`config.mk`:
```
export PLATFORM = sky130hd
export DESIGN_NAME = pc_redirect
export DESIGN_NICKNAME = d
export VERILOG_FILES = /design/src/rtl/pc_redirect.sv
export SDC_FILE = /design/constraint.sdc
export NUM_CORES = 1
export LEC_CHECK = 0
export ABC_AREA = 1
export CAP_MARGIN = 5
export CORE_AREA = 2 2 119 121
export CTS_CLUSTER_SIZE = 24
export DETAILED_ROUTE_END_ITERATION = 10
export DIE_AREA = 0 0 121 123
export GPL_TIMING_DRIVEN = 0
export PLACE_DENSITY = 0.7
export SETUP_SLACK_MARGIN = 0.3
export SLEW_MARGIN = 10
export SYNTH_ARGS = -nofsm -noshare
export SYNTH_HDL_FRONTEND = slang
export SYNTH_SLANG_ARGS = --single-unit
```
`constraint.sdc`:
```
create_clock -name clk -period 2.5 [get_ports clk]
set_input_delay 0.5 -clock clk [delete_from_list [all_inputs] [get_ports clk]]
set_output_delay 0.5 -clock clk [all_outputs]
set_load 0.01 [all_outputs]
```
`src/rtl/pc_redirect.sv`:
```
// Fetch-PC sequencer with ID-stage branch/jump redirect and one-cycle squash bubble.
// Optional redirect counter enabled by defining PC_REDIRECT_CNT_EN.
module pc_redirect #(
  parameter logic [31:0] RESET_PC = 32'h0000_0000
) (
  input  logic        clk,
  input  logic        reset,
  input  logic        branch_sig,
  input  logic [5:0]  inst_op_ID,
  input  logic [15:0] imm_ID,
  input  logic [25:0] jidx_ID,
  input  logic [31:0] pc_plus4_ID,
  input  logic        stall_ID,
  output logic [31:0] pc_IF,
  output logic        valid_ID,
  output logic [1:0]  state_o
`ifdef PC_REDIRECT_CNT_EN
  ,
  output logic [15:0] redirect_cnt
`endif
);

  typedef enum logic [1:0] {
    RUN    = 2'd0,
    HOLD   = 2'd1,
    SQUASH = 2'd2
  } state_t;

  state_t      r_state;
  logic [31:0] r_pc;
  logic        r_valid;

  logic        w_accept;
  logic [31:0] w_jmp_target;
  logic [31:0] w_br_target;
  logic [31:0] w_target;

  // A branch sitting in a squashed (bubble) ID slot must never redirect.
  assign w_accept     = branch_sig & ~stall_ID & r_valid;
  assign w_jmp_target = {pc_plus4_ID[31:28], jidx_ID, 2'b00};
  assign w_br_target  = pc_plus4_ID + {{14{imm_ID[15]}}, imm_ID, 2'b00};
  assign w_target     = (inst_op_ID == 6'd2) ? w_jmp_target : w_br_target;

  always_ff @(posedge clk) begin
    if (reset) begin
      r_state <= RUN;
      r_pc    <= RESET_PC;
      r_valid <= 1'b0;
    end else if (stall_ID) begin
      r_state <= HOLD;
    end else if (w_accept) begin
      r_state <= SQUASH;
      r_pc    <= w_target;
      r_valid <= 1'b0;
    end else begin
      r_state <= RUN;
      r_pc    <= r_pc + 32'd4;
      r_valid <= 1'b1;
    end
  end

`ifdef PC_REDIRECT_CNT_EN
  logic [15:0] r_cnt;

  always_ff @(posedge clk) begin
    if (reset) begin
      r_cnt <= 16'd0;
    end else if (w_accept) begin
      r_cnt <= r_cnt + 16'd1;
    end
  end

  assign redirect_cnt = r_cnt;
`endif

  assign pc_IF    = r_pc;
  assign valid_ID = r_valid;
  assign state_o  = r_state;

endmodule

```
# Word level (Yosys, flattened, before mapping)
# Cells that the tools add are included.
[word_totals] out_inout_bits=35 input_bits=84 elab_cells=16 regBits=35
[classes] n_reduce_logical=1 bitwise_logic=3 eq_ne=1 addsub=2 mux=5
[ops] op="$mux 32" count=2
[ops] op="$add 32x3->32 const B" count=1
[ops] op="$add 32x32->32" count=1
[ops] op="$eq 6x2->1 const B" count=1
[ops] op="$and 1x1->1" count=2
[ops] op="$mux 1" count=2
[ops] op="$mux 2" count=1
[ops] op="$reduce_or 2->1" count=1
[ops] op="$not 1->1" count=1

# Longest topological paths before layout
# Gate-level depths: netlist (run 1).
[depth] word_depth=5 mapped_depth=15

# Worst setup path before layout (run 1)
# No wires, ideal clock.
[synth_timing] path_type="input-to-reg" startpoint="input port imm_ID[0]" endpoint="register r_pc[8], in the netlist pc_IF[8]" setup_slack_ns=0.324 path_stages=11 required_time_ns=2.388 arrival_time_ns=2.064 cell_sequence="ha_1 fa_1 nand3_1 nand3_1 nand2_1 nand2_1 or2_2 a21oi_1 o22ai_1 nand2_1 nand2_1"
[synth_between] elab_chain_len=3
[synth_rtl] item="start, declared" line="10" rtl="input logic [15:0] imm_ID,"
[synth_rtl] item="$add 32x32->32" line="41" rtl="assign w_br_target = pc_plus4_ID + {{14{imm_ID[15]}}, imm_ID, 2'b00};"
[synth_rtl] item="$mux 32" line="42" rtl="assign w_target = (inst_op_ID == 6'd2) ? w_jmp_target : w_br_target;"
[synth_rtl] item="$mux 32" line="51" rtl="end else if (w_accept) begin"
[synth_rtl] item="end signal, assigned" line="53" rtl="r_pc <= w_target;"
[synth_rtl] item="end signal, assigned" line="57" rtl="r_pc <= r_pc + 32'd4;"
[synth_rtl] item="end, declared" line="30" rtl="logic [31:0] r_pc;"
# No other way between the ends.
# A chain may end at the register's enable or synchronous reset.

# Worst setup path in the final report (run 1)
[layout_timing] startpoint="input port pc_plus4_ID[27]" endpoint="register r_pc[28], in the netlist pc_IF[28]"
[layout_between] elab_chain_len=3
[layout_rtl] item="start, declared" line="12" rtl="input logic [31:0] pc_plus4_ID,"
[layout_rtl] item="$add 32x32->32" line="41"
[layout_rtl] item="$mux 32" line="42"
[layout_rtl] item="$mux 32" line="51"
# No other way between the ends.

==> results.md, run 1 <==
- Synth top area share: 0.262
- Synthesized flop and latch total: 35
- Pwr Total: 2.36 mW
- Worst hold slack: 0.491 ns
- RSZ-0062 raised after global routing: yes
- Pins Over Slew Limit: 0
- Synth area leader: nand2_1
- Vias/cell: 5.03
- Startpoint Class: input port
- Min Tclk post-route: 2.14 ns
- ANT nets after route: 0
- DRC errors left: 0
- Critical path arrival: 2.32 ns
- Post-Syn Area: 4690 um^2
- Rows: 43
- Crit path max fanout: 5
- Tightest Hold Check Type: reg2reg
- GRT Resource Usage Total: 0.223
- Final WS setup: 0.362 ns
- Met1 usage: 0.295
- Number of DRC markers in iteration 0: 480
- Core area: 13,600 um^2
- Most crowded layer after global routing: met2
- # diodes: 0
- Worst VDD drop: 0.266 mV
- Clk_lat worst skew: 0.29 ns
- Syn_nets: 993
- Fraction of registers with async set/reset: 0
- Setup slack at placement: -0.663 ns
- Grt met2 use: 0.392
- Mean Syn Cell Area: 5.34 um^2
- DR pass1 iterations: 5
- CTS tree: done
- CTS H-Tree Depth: 2
- Distinct cells, synth: 43
- Root buf cell: clkbuf_16
- Fin crit share: 0.855
- Max cap viols: 0
- Critical path class: in2reg
- Nets: 1,123
- Antenna violations before repair: 0
- WL final: 17,100 um
- Die area: 14,900 um^2
- Outcome: completed
- Critical path capture point type: register
- Fillers: 1,366
- Relative slew margins: 0.619
- Post-Route Skew: 0.00846 ns
- Ys flop type: dfxtp_1
- Drt wl/cell: 14.4 um
- GR Overflow Total: 0
- Leak: 3.61 nW
- Number of I/O port buffers: 118
- Area Overhead vs Synth: 50.5%
- Endpoints failing setup: 0
- Die height: 123 um
- Share of layout cells above drive strength 1: 0.159
- Clock Sinks: 35
- Max frequency: 468 MHz
- Ports: 119
- Worst-margin pin slew: 0.571 ns
- Pin count of the biggest net entering global routing: 16
- Number of global-route vias before repair: 5,646
- Cts bufs inserted: 5
- Synthesis Warnings: 0
- Global-route wire length before repair: 26,800 um
- Post-DP HPWL: 13,200 um
- Die Wd: 121 um
- Cts-stage hold buffer count: 0
- Final Hold Viols: 0
- Clock-pin slew on the worst setup and hold paths: 0.05 ns
- EDFF count, synth: 0
- Register-to-register setup slack: 0.55 ns
- Seq/Total Area, Yosys: 0.149
- Syn Inst Count: 878
- Met3 Track Usage GR: 0.0281
- Clock Tree Buf Depth: 2
- Gp weighted congestion: 0.963
- Initial Util: 0.345
- Critical path data required time: 2.68 ns
- Via count: 5,985
- PD cells: 334 nW/um^2
- Top cells by area, synth: nand2_1 26%, dfxtp_1 15%, inv_1 10%
cell usage after synthesis, types with 3 or more instances:
library cell	number
a21oi_1	57
buf_2	5
clkbuf_1	7
dfxtp_1	35
ha_1	30
inv_1	131
nand2_1	328
nand2_2	3
nand3_1	59
nand3_2	3
nand4_1	17
nor2_1	95
nor2_2	3
nor3_1	8
nor3_2	3
o21ai_0	34
o21ai_1	5
o21bai_1	5
o22ai_1	5
xnor2_1	8
xor2_1	9
per-layer routing:
| layer | routed length, um | up-vias |
|---|---|---|
| met5 | 0 | - |
| met4 | 246 | 0 |
| met3 | 1030 | 24 |
| met2 | 7860 | 226 |
| met1 | 7950 | 2691 |
| li1 | - | 3044 |
flip-flops by register name, indices dropped and copies added (netlist names):
register  count
valid_ID      1
state_o       2
pc_IF        32
cells by family (layout without fill, tap and decap cells):
logic type                 count (synthesis)  count (layout)  synth area share
and+or+nand+nor                          534             534             0.485
buffers and inverters                    150             281             0.124
AOI/OAI and AO/OA                        111             111             0.125
DFF                                       35              35             0.149
adders and majority gates                 31              31            0.0843
xor gates and xnor gates                  17              17            0.0317
through the flow:
| step | cells | util | setup TNS (ns) | area (um^2) |
|---|---|---|---|---|
| final | 1189 | 0.519 | 0 | 7060 |
| after global placement | 1176 | 0.448 | -9.74 | 6100 |
| after CTS | 1187 | 0.478 | 0 | 6500 |
| after floorplan | 878 | - | 0 | 4690 |
| after global routing | 1189 | 0.519 | 0 | 7060 |
| after detailed placement | 1176 | 0.448 | -9.93 | 6100 |
worst max-delay path: stages:
cell,delay (ns)
clkdlybuf4s50_1,0.41
ha_1,0.38
nand2_1,0.12
nor2_2,0.20
nand2_1,0.10
nor2_1,0.09
nand2_1,0.08
nand4_1,0.07
nand3_1,0.11
nand2_1,0.10
nand2_1,0.06
nand2_1,0.05
nand2_1,0.04
timing repair:
item | in CTS | in global routing
resized for setup | 53 | 154
buffers inserted | 3 | 2
pin swaps | 7 | 33
setup endpoints to repair | 22 | 27
layout by cell type, fill, tap and decap left out, drive strengths merged, types with 9 or more instances in the layout:
cell type / n
nand2: 333
inv: 133
nor2: 102
clkdlybuf4s50: 81
nand3: 62
a21oi: 58
o21ai: 39
dfxtp: 35
dlymetal6s2s: 33
ha: 30
nand4: 17
clkbuf: 15
buf: 13
nor3: 11
xor2: 9
layout make-up:
class,count,area [um^2],area share
Sequential cell,35,701,0.0992
Multi-Input combinational cell,693,4090,0.579
Timing Repair Buffer,123,1290,0.182
Clock inverter,3,43.8,0.00620
Inverter,135,512,0.0725
Tap cell,180,225,0.0319
Buffer,15,78.8,0.0112
Clock buffer,5,125,0.0177
path summary, 6_finish.rpt:
| kind | start | to | cells after the start |
|---|---|---|---|
| max reg2reg | pc_IF[15] | pc_IF[31] | 12 |
| max | pc_plus4_ID[27] | pc_IF[28] | 13 |
| min | pc_IF[22] | pc_IF[22] | 2 |
| min reg2reg | pc_IF[22] | pc_IF[22] | 2 |
where the power goes:
| part | switching (mW) | internal, mW | total [mW] | leakage (nW) |
|---|---|---|---|---|
| Clock | 0.256 | 0.470 | 0.726 | 0.0838 |
| Sequential | 0.0219 | 0.575 | 0.597 | 0.284 |
| Combinational | 0.579 | 0.460 | 1.04 | 3.24 |
| Total | 0.857 | 1.51 | 2.36 | 3.61 |
Note: power is estimated with default switching activity, not from simulation.
==> run 2, diff against run 1 <==
- CORE_AREA: 2 2 119 121 -> 8 8 125 127
- DIE_AREA: 0 0 121 123 -> 0 0 133 135
==> run 2 against run 1 <==
Net effect:
- die area grew 21%
- critical path depth unchanged
- clock skew is 0.0018 ns lower
- via count fell by 1.8%
- cell count grew 0.59%
==> results.md, run 2 (synthesized netlist as in run 1, its figures left out) <==
- Outcome: completed
- Gp weighted congestion: 0.960 (-0.35%)
- FF+latch area: 701 um^2 (unchanged)
- Crit path buf inv count: 1 (unchanged)
- Worst r2r path cells: 12 (unchanged)
- Most common cell after layout, fill and taps aside: nand2_1
- Root buf cell: clkbuf_16
- Cts bufs inserted: 5 (unchanged)
- Min-delay src: pc_IF[21]
- Initial Util: 0.345 (unchanged)
- Clk_lat worst skew: 0.28 ns (about the same)
- Antenna violations before repair: 1 (+1)
- Vias/cell: 4.91 (-2.4%)
- Fin crit share: 0.829 (-0.0260)
- Critical path data required time: 2.67 ns (about the same)
- CTS tree: done
- Pin count of the biggest net entering global routing: 16 (unchanged)
- Number of global-route vias before repair: 5,733 (+1.5%)
- Share of layout cells above drive strength 1: 0.179 (+0.0206)
- Drt wl/cell: 14.6 um (+1.5%)
- Via count: 5,876 (-1.8%)
- PD cells: 334 nW/um^2 (-0.27%)
- Number of DRC markers in iteration 0: 372 (-23%)
- Clock Sinks: 35 (unchanged)
- Critical path capture point type: register
- Die Wd: 133 um (+9.9%)
- Startpoint Class: input port
- CP peak stage delay: 0.44 ns (+0.03 ns)
- Number of I/O port buffers: 118 (unchanged)
- Pins Over Slew Limit: 0 (unchanged)
- Cts-stage hold buffer count: 0 (unchanged)
- Core area: 13,600 um^2 (unchanged)
- DR pass1 iterations: 5 (unchanged)
- Die area: 18,000 um^2 (+21%)
- Placed insts: 1,176 (unchanged)
- Clock-pin slew on the worst setup and hold paths: 0.05 ns (about the same)
- Slowest-stage cell, CP: clkdlybuf4s50_1
- Relative slew margins: 0.629 (+0.00934)
- DRC errors left: 0 (unchanged)
- GRT Resource Usage Total: 0.189 (-0.0347)
- Leak: 3.59 nW (-0.36%)
- Worst hold slack: 0.505 ns (+0.0140 ns)
- Nets: 1,130 (+0.62%)
- Critical Path Start: pc_plus4_ID[24]
- Clock Tree Buf Depth: 2 (unchanged)
- WL final: 17,500 um (+2.1%)
- Critical path class: in2reg
- Critical Path, Cell by Cell: clkdlybuf4s50_1, ha_4, nand2_2, nor2_2, nand2_1, nor2_1, nand2_2, nand4_1, nand3_2, nand2_2, nand2_1, nand2_1, nand2_1
- ANT nets after route: 0 (unchanged)
- Ports: 119 (unchanged)
- Most used cell, CP: nand2_1
- Max cap viols: 0 (unchanged)
- Multi-input logic area: 4130 um^2 (+1.0%)
- Endpoints failing setup: 0 (unchanged)
- Max frequency: 482 MHz (+3.1%)
- Reg2Reg Launch Point: pc_IF[15]
- Most frequent cells in the layout: 278 x nand2_1, 130 x inv_1, 79 x clkdlybuf4s50_1
- Register-to-register setup slack: 0.52 ns (-0.03 ns)
- Critical path arrival: 2.25 ns (-0.07 ns)
- Worst VDD drop: 0.297 mV (+12%)
- Fillers: 1,415 (+3.6%)
- Worst-margin pin slew: 0.557 ns (-0.0140 ns)
- GR Overflow Total: 0 (unchanged)
- Post-DP HPWL: 14,000 um (+6.1%)
- # diodes: 0 (unchanged)
- CTS H-Tree Depth: 2 (unchanged)
- Non-Filler Instances: 1,196 (+0.59%)
- FF-to-FF End: pc_IF[31]
- Max FFs per register: 32 (unchanged)
- Global-route wire length before repair: 28,100 um (+4.8%)
- Tightest Hold Check Type: reg2reg
- Die height: 135 um (+9.8%)
- Rows: 43 (unchanged)
- Crit path max fanout: 5 (unchanged)
- RSZ-0062 raised after global routing: yes
- Area Overhead vs Synth: 52.3%
- Hold EP: pc_IF[21]
- Min Tclk post-route: 2.07 ns (-0.0650 ns)
- Post-Route Skew: 0.00667 ns (-0.00179 ns)
- Final Hold Viols: 0 (unchanged)
- Delay-heaviest family, CP: simple AND/OR/NAND/NOR gates
- Worst Hold Depth: 2 (unchanged)
[run 2: cell types whose count changed in the layout (fill, tap and decap cells not counted), sizes merged]
cell           change
clkinv             -2
clkdlybuf4s50      -2
clkbuf             +1
dlymetal6s2s       -5
clkdlybuf4s15      -1
dlygate4sd2        +8
buf                +7
inv                +1
[run 2: worst max-delay path by stage]
stage,end,slack [ns],cells past startpoint
floorplan,pc_IF[8],0.32,11
CTS,pc_IF[24],0.27,13
finish,pc_IF[28],0.43,13
global route,pc_IF[29],0.27,16
global placement,pc_IF[30],-0.65,13
detailed placement,pc_IF[24],-0.65,13
[run 2: through the flow]
stage               setup TNS (ns)  setup WS [ns]  utilization  cell area, um^2  power (mW)
floorplan                        0          0.324            -             4690        1.09
global placement             -9.64         -0.649        0.448             6100        1.43
detailed placement           -9.71         -0.646        0.448             6100        1.43
CTS                              0          0.274        0.482             6570        2.25
global route                     0          0.275        0.525             7140        2.53
finish                           0          0.427        0.525             7140        2.38
[run 2: layer usage]
metal | track usage | part of all wire | up-vias
li1 | - | - | 3059
met1 | 0.244 | 0.46 | 2615
met2 | 0.319 | 0.46 | 181
met3 | 0.0409 | 0.072 | 19
met4 | 0.0303 | 0.013 | 2
met5 | 0 | 0.00069 | -
[run 2: layout make-up]
class                           instances  area share
Tap cell                              180      0.0315
Clock buffer                            6      0.0194
Timing Repair Buffer                  130       0.185
Buffer                                 15      0.0110
Clock inverter                          2     0.00490
Sequential cell                        35      0.0981
Multi-Input combinational cell        693       0.578
Inverter                              135      0.0718
[run 2: report_power, final]
group | leakage [nW] | internal (mW) | total [mW] | switching [mW]
logic | 3.22 | 0.469 | 1.04 | 0.576
clock network | 0.0868 | 0.496 | 0.741 | 0.245
registers | 0.284 | 0.575 | 0.597 | 0.0221
[run 2: what timing repair did]
| item | 4_1_cts | 5_1_grt |
|---|---|---|
| pin swaps | 7 | 37 |
| endpoints found under the setup margin | 23 | 28 |
| gates resized for setup | 63 | 152 |
| setup buffers | 3 | 9 |
[run 2: tightest hold or removal path: stages (launching register included)]
cell     delay [ns]
dfxtp_1        0.34
nand2_1        0.08
nand2_1        0.04
==> run 3, diff against run 2 <==
- clock period: 2.5 -> 2.15 ns (I/O delays scaled with it)
==> run 3 against run 2 <==
Net effect:
- clock skew about the same
- core utilization up 4.5 points
- sequential power up 17%
==> results.md, run 3 (synthesized netlist as in run 1, its figures left out) <==
- # diodes: 0 (unchanged)
- Endpoints failing setup: 0 (unchanged)
- Tightest Hold Check Type: reg2reg
- Post-Route Skew: 0.00627 ns (-0.000404 ns)
- Final instance area: 7760 um^2 (+8.6%)
- Outcome: completed
- Leak: 3.75 nW (+4.3%)
- Root buf cell: clkbuf_16
- DR pass1 iterations: 5 (unchanged)
- Via count: 6,190 (+5.3%)
- Clock power share: 0.246 (-0.065)
- PD cells: 371 nW/um^2 (+11%)
- Most frequent cells in the layout: 249 x nand2_1, 121 x inv_1, 71 x clkdlybuf4s50_1
- Combinational power share: 0.512 (+0.074)
- WL final: 19,000 um (+9.0%)
- Cts-stage hold buffer count: 0 (unchanged)
- Flop pwr share: 0.242 (-0.009)
- Critical path capture point type: register
- Vias/cell: 5.02 (+2.1%)
- Core area: 13,600 um^2 (unchanged)
- Fillers: 1,265 (-11%)
- Die height: 135 um (unchanged)
- Clock Tree Buf Depth: 2 (unchanged)
- CTS tree: done
- Crit path max fanout: 4 (-1)
- Cts bufs inserted: 5 (unchanged)
- P_int: 1.77 mW (+15%)
- Setup TNS: 0 ns (unchanged)
- Max frequency: 510 MHz
- CTS H-Tree Depth: 2 (unchanged)
- Most common cell after layout, fill and taps aside: nand2_1
- Pin count of the biggest net entering global routing: 16 (unchanged)
- Critical path class: in2reg
- Global-route wire length before repair: 28,800 um (+2.6%)
- Area Overhead vs Synth: 65.4%
- Worst VDD drop: 0.246 mV (-17%)
- Worst r2r path cells: 13 (+1)
- ANT nets after route: 0 (unchanged)
- Die area: 18,000 um^2 (unchanged)
- Number of global-route vias before repair: 5,900 (+2.9%)
- NetSw: 1.11 mW (+32%)
- Rows: 43 (unchanged)
- RSZ-0062 raised after global routing: yes
- Pins Over Slew Limit: 0 (unchanged)
- Number of DRC markers in iteration 0: 501 (+35%)
- Min Tclk post-route: 1.96 ns
- Clock-pin slew on the worst setup and hold paths: 0.06 ns (about the same)
- Share of layout cells above drive strength 1: 0.303 (+0.124)
- Switching Fraction: 0.385 (+0.0316)
- Critical path arrival: 2.19 ns (-0.06 ns)
- Die Wd: 133 um (unchanged)
- Drt wl/cell: 15.4 um (+5.6%)
- GRT Resource Usage Total: 0.195 (+0.00607)
- DRC errors left: 0 (unchanged)
- Post-placement cell area: 6130 um^2 (+0.55%)
- Worst-margin pin slew: 0.577 ns (+0.0200 ns)
- Initial Util: 0.345 (unchanged)
- Pwr Total: 2.88 mW (+21%)
- Antenna violations before repair: 0 (-1)
- Clock Sinks: 35 (unchanged)
- Clk_lat worst skew: 0.29 ns (about the same)
- Gp weighted congestion: 0.926 (-3.5%)
- Worst Hold Depth: 2 (unchanged)
- GR Overflow Total: 0 (unchanged)
- Final Hold Viols: 0 (unchanged)
- Ports: 119 (unchanged)
- Startpoint Class: input port
- Fin crit share: 0.912
- Worst hold slack: 0.480 ns (-0.0251 ns)
- Max FFs per register: 32 (unchanged)
- Max cap viols: 0 (unchanged)
- Number of I/O port buffers: 118 (unchanged)
- Relative slew margins: 0.615 (-0.0133)
- Critical path data required time: 2.38 ns (-0.29 ns)
- Post-DP HPWL: 14,100 um (+0.38%)
- Nets: 1,168 (+3.4%)
run 3: cell types whose count changed in the layout (fill, tap and decap cells not counted), sizes merged:
| cell | change |
|---|---|
| inv | -2 |
| clkbuf | +20 |
| bufinv | -1 |
| clkinvlp | +1 |
| dlygate4sd2 | +4 |
| buf | +42 |
| clkinv | +2 |
| clkdlybuf4s15 | +5 |
| dlymetal6s2s | -25 |
| clkdlybuf4s50 | -8 |
run 3: through the flow:
step,util,worst slack [ns],cells
final,0.570,0.188,1234
after global routing,0.570,0.122,1234
after CTS,0.520,0.244,1206
after detailed placement,0.451,-0.974,1176
after global placement,0.451,-0.970,1176
after floorplan,-,0.265,878
run 3: repair_timing:
action	CTS	global route
gates resized for setup	214	205
setup endpoints to repair	32	30
pin swaps	57	94
endpoints found under the hold margin	0	0
gates cloned	0	2
setup buffers	22	26
run 3: worst max-delay path: stages:
cell	delay [ns]
buf_6	0.10
ha_4	0.15
fa_2	0.38
nand3_4	0.09
nand3_4	0.11
nand3_2	0.08
nand3b_1	0.19
buf_4	0.21
a21oi_2	0.10
o21ai_1	0.07
nand2_1	0.10
nand3_1	0.09
nand2_1	0.10
run 3: final cells by class:
class                      count  area, um^2  share of cell area
multi-input combinational    693        4560               0.588
buffer                        15         118              0.0152
tap                          180         225              0.0290
clock inverter                 1        5.00            0.000645
timing repair buffer         167        1490               0.192
clock buffer                   7         133              0.0171
sequential                    35         707              0.0911
timing repair inverter         1        7.51            0.000967
inverter                     135         517              0.0666
run 3: layer usage:
metal / global-route usage / up-vias / wire length [um]
met3: 0.0431 / 32 / 1360
met1: 0.249 / 2775 / 8540
li1: - / 3135 / -
met4: 0.0479 / 0 / 388
met5: 0 / - / 0
met2: 0.324 / 248 / 8730
run 3: worst paths after layout:
| check | from | end | slack, ns |
|---|---|---|---|
| min reg2reg | pc_IF[0] | pc_IF[0] | 0.48 |
| min | pc_IF[0] | pc_IF[0] | 0.48 |
| max reg2reg | pc_IF[2] | pc_IF[30] | 0.33 |
| max | pc_plus4_ID[2] | pc_IF[14] | 0.19 |
run 3: power by group through the flow:
stage          combinational [mW]  sequential, mW  clock (mW)
2_1_floorplan               0.570           0.711           0
3_3_place_gp                0.964           0.708           0
3_5_place_dp                0.968           0.708           0
4_1_cts                      1.21           0.694       0.716
5_1_grt                      1.59           0.701       0.747
6_report                     1.47           0.698       0.707
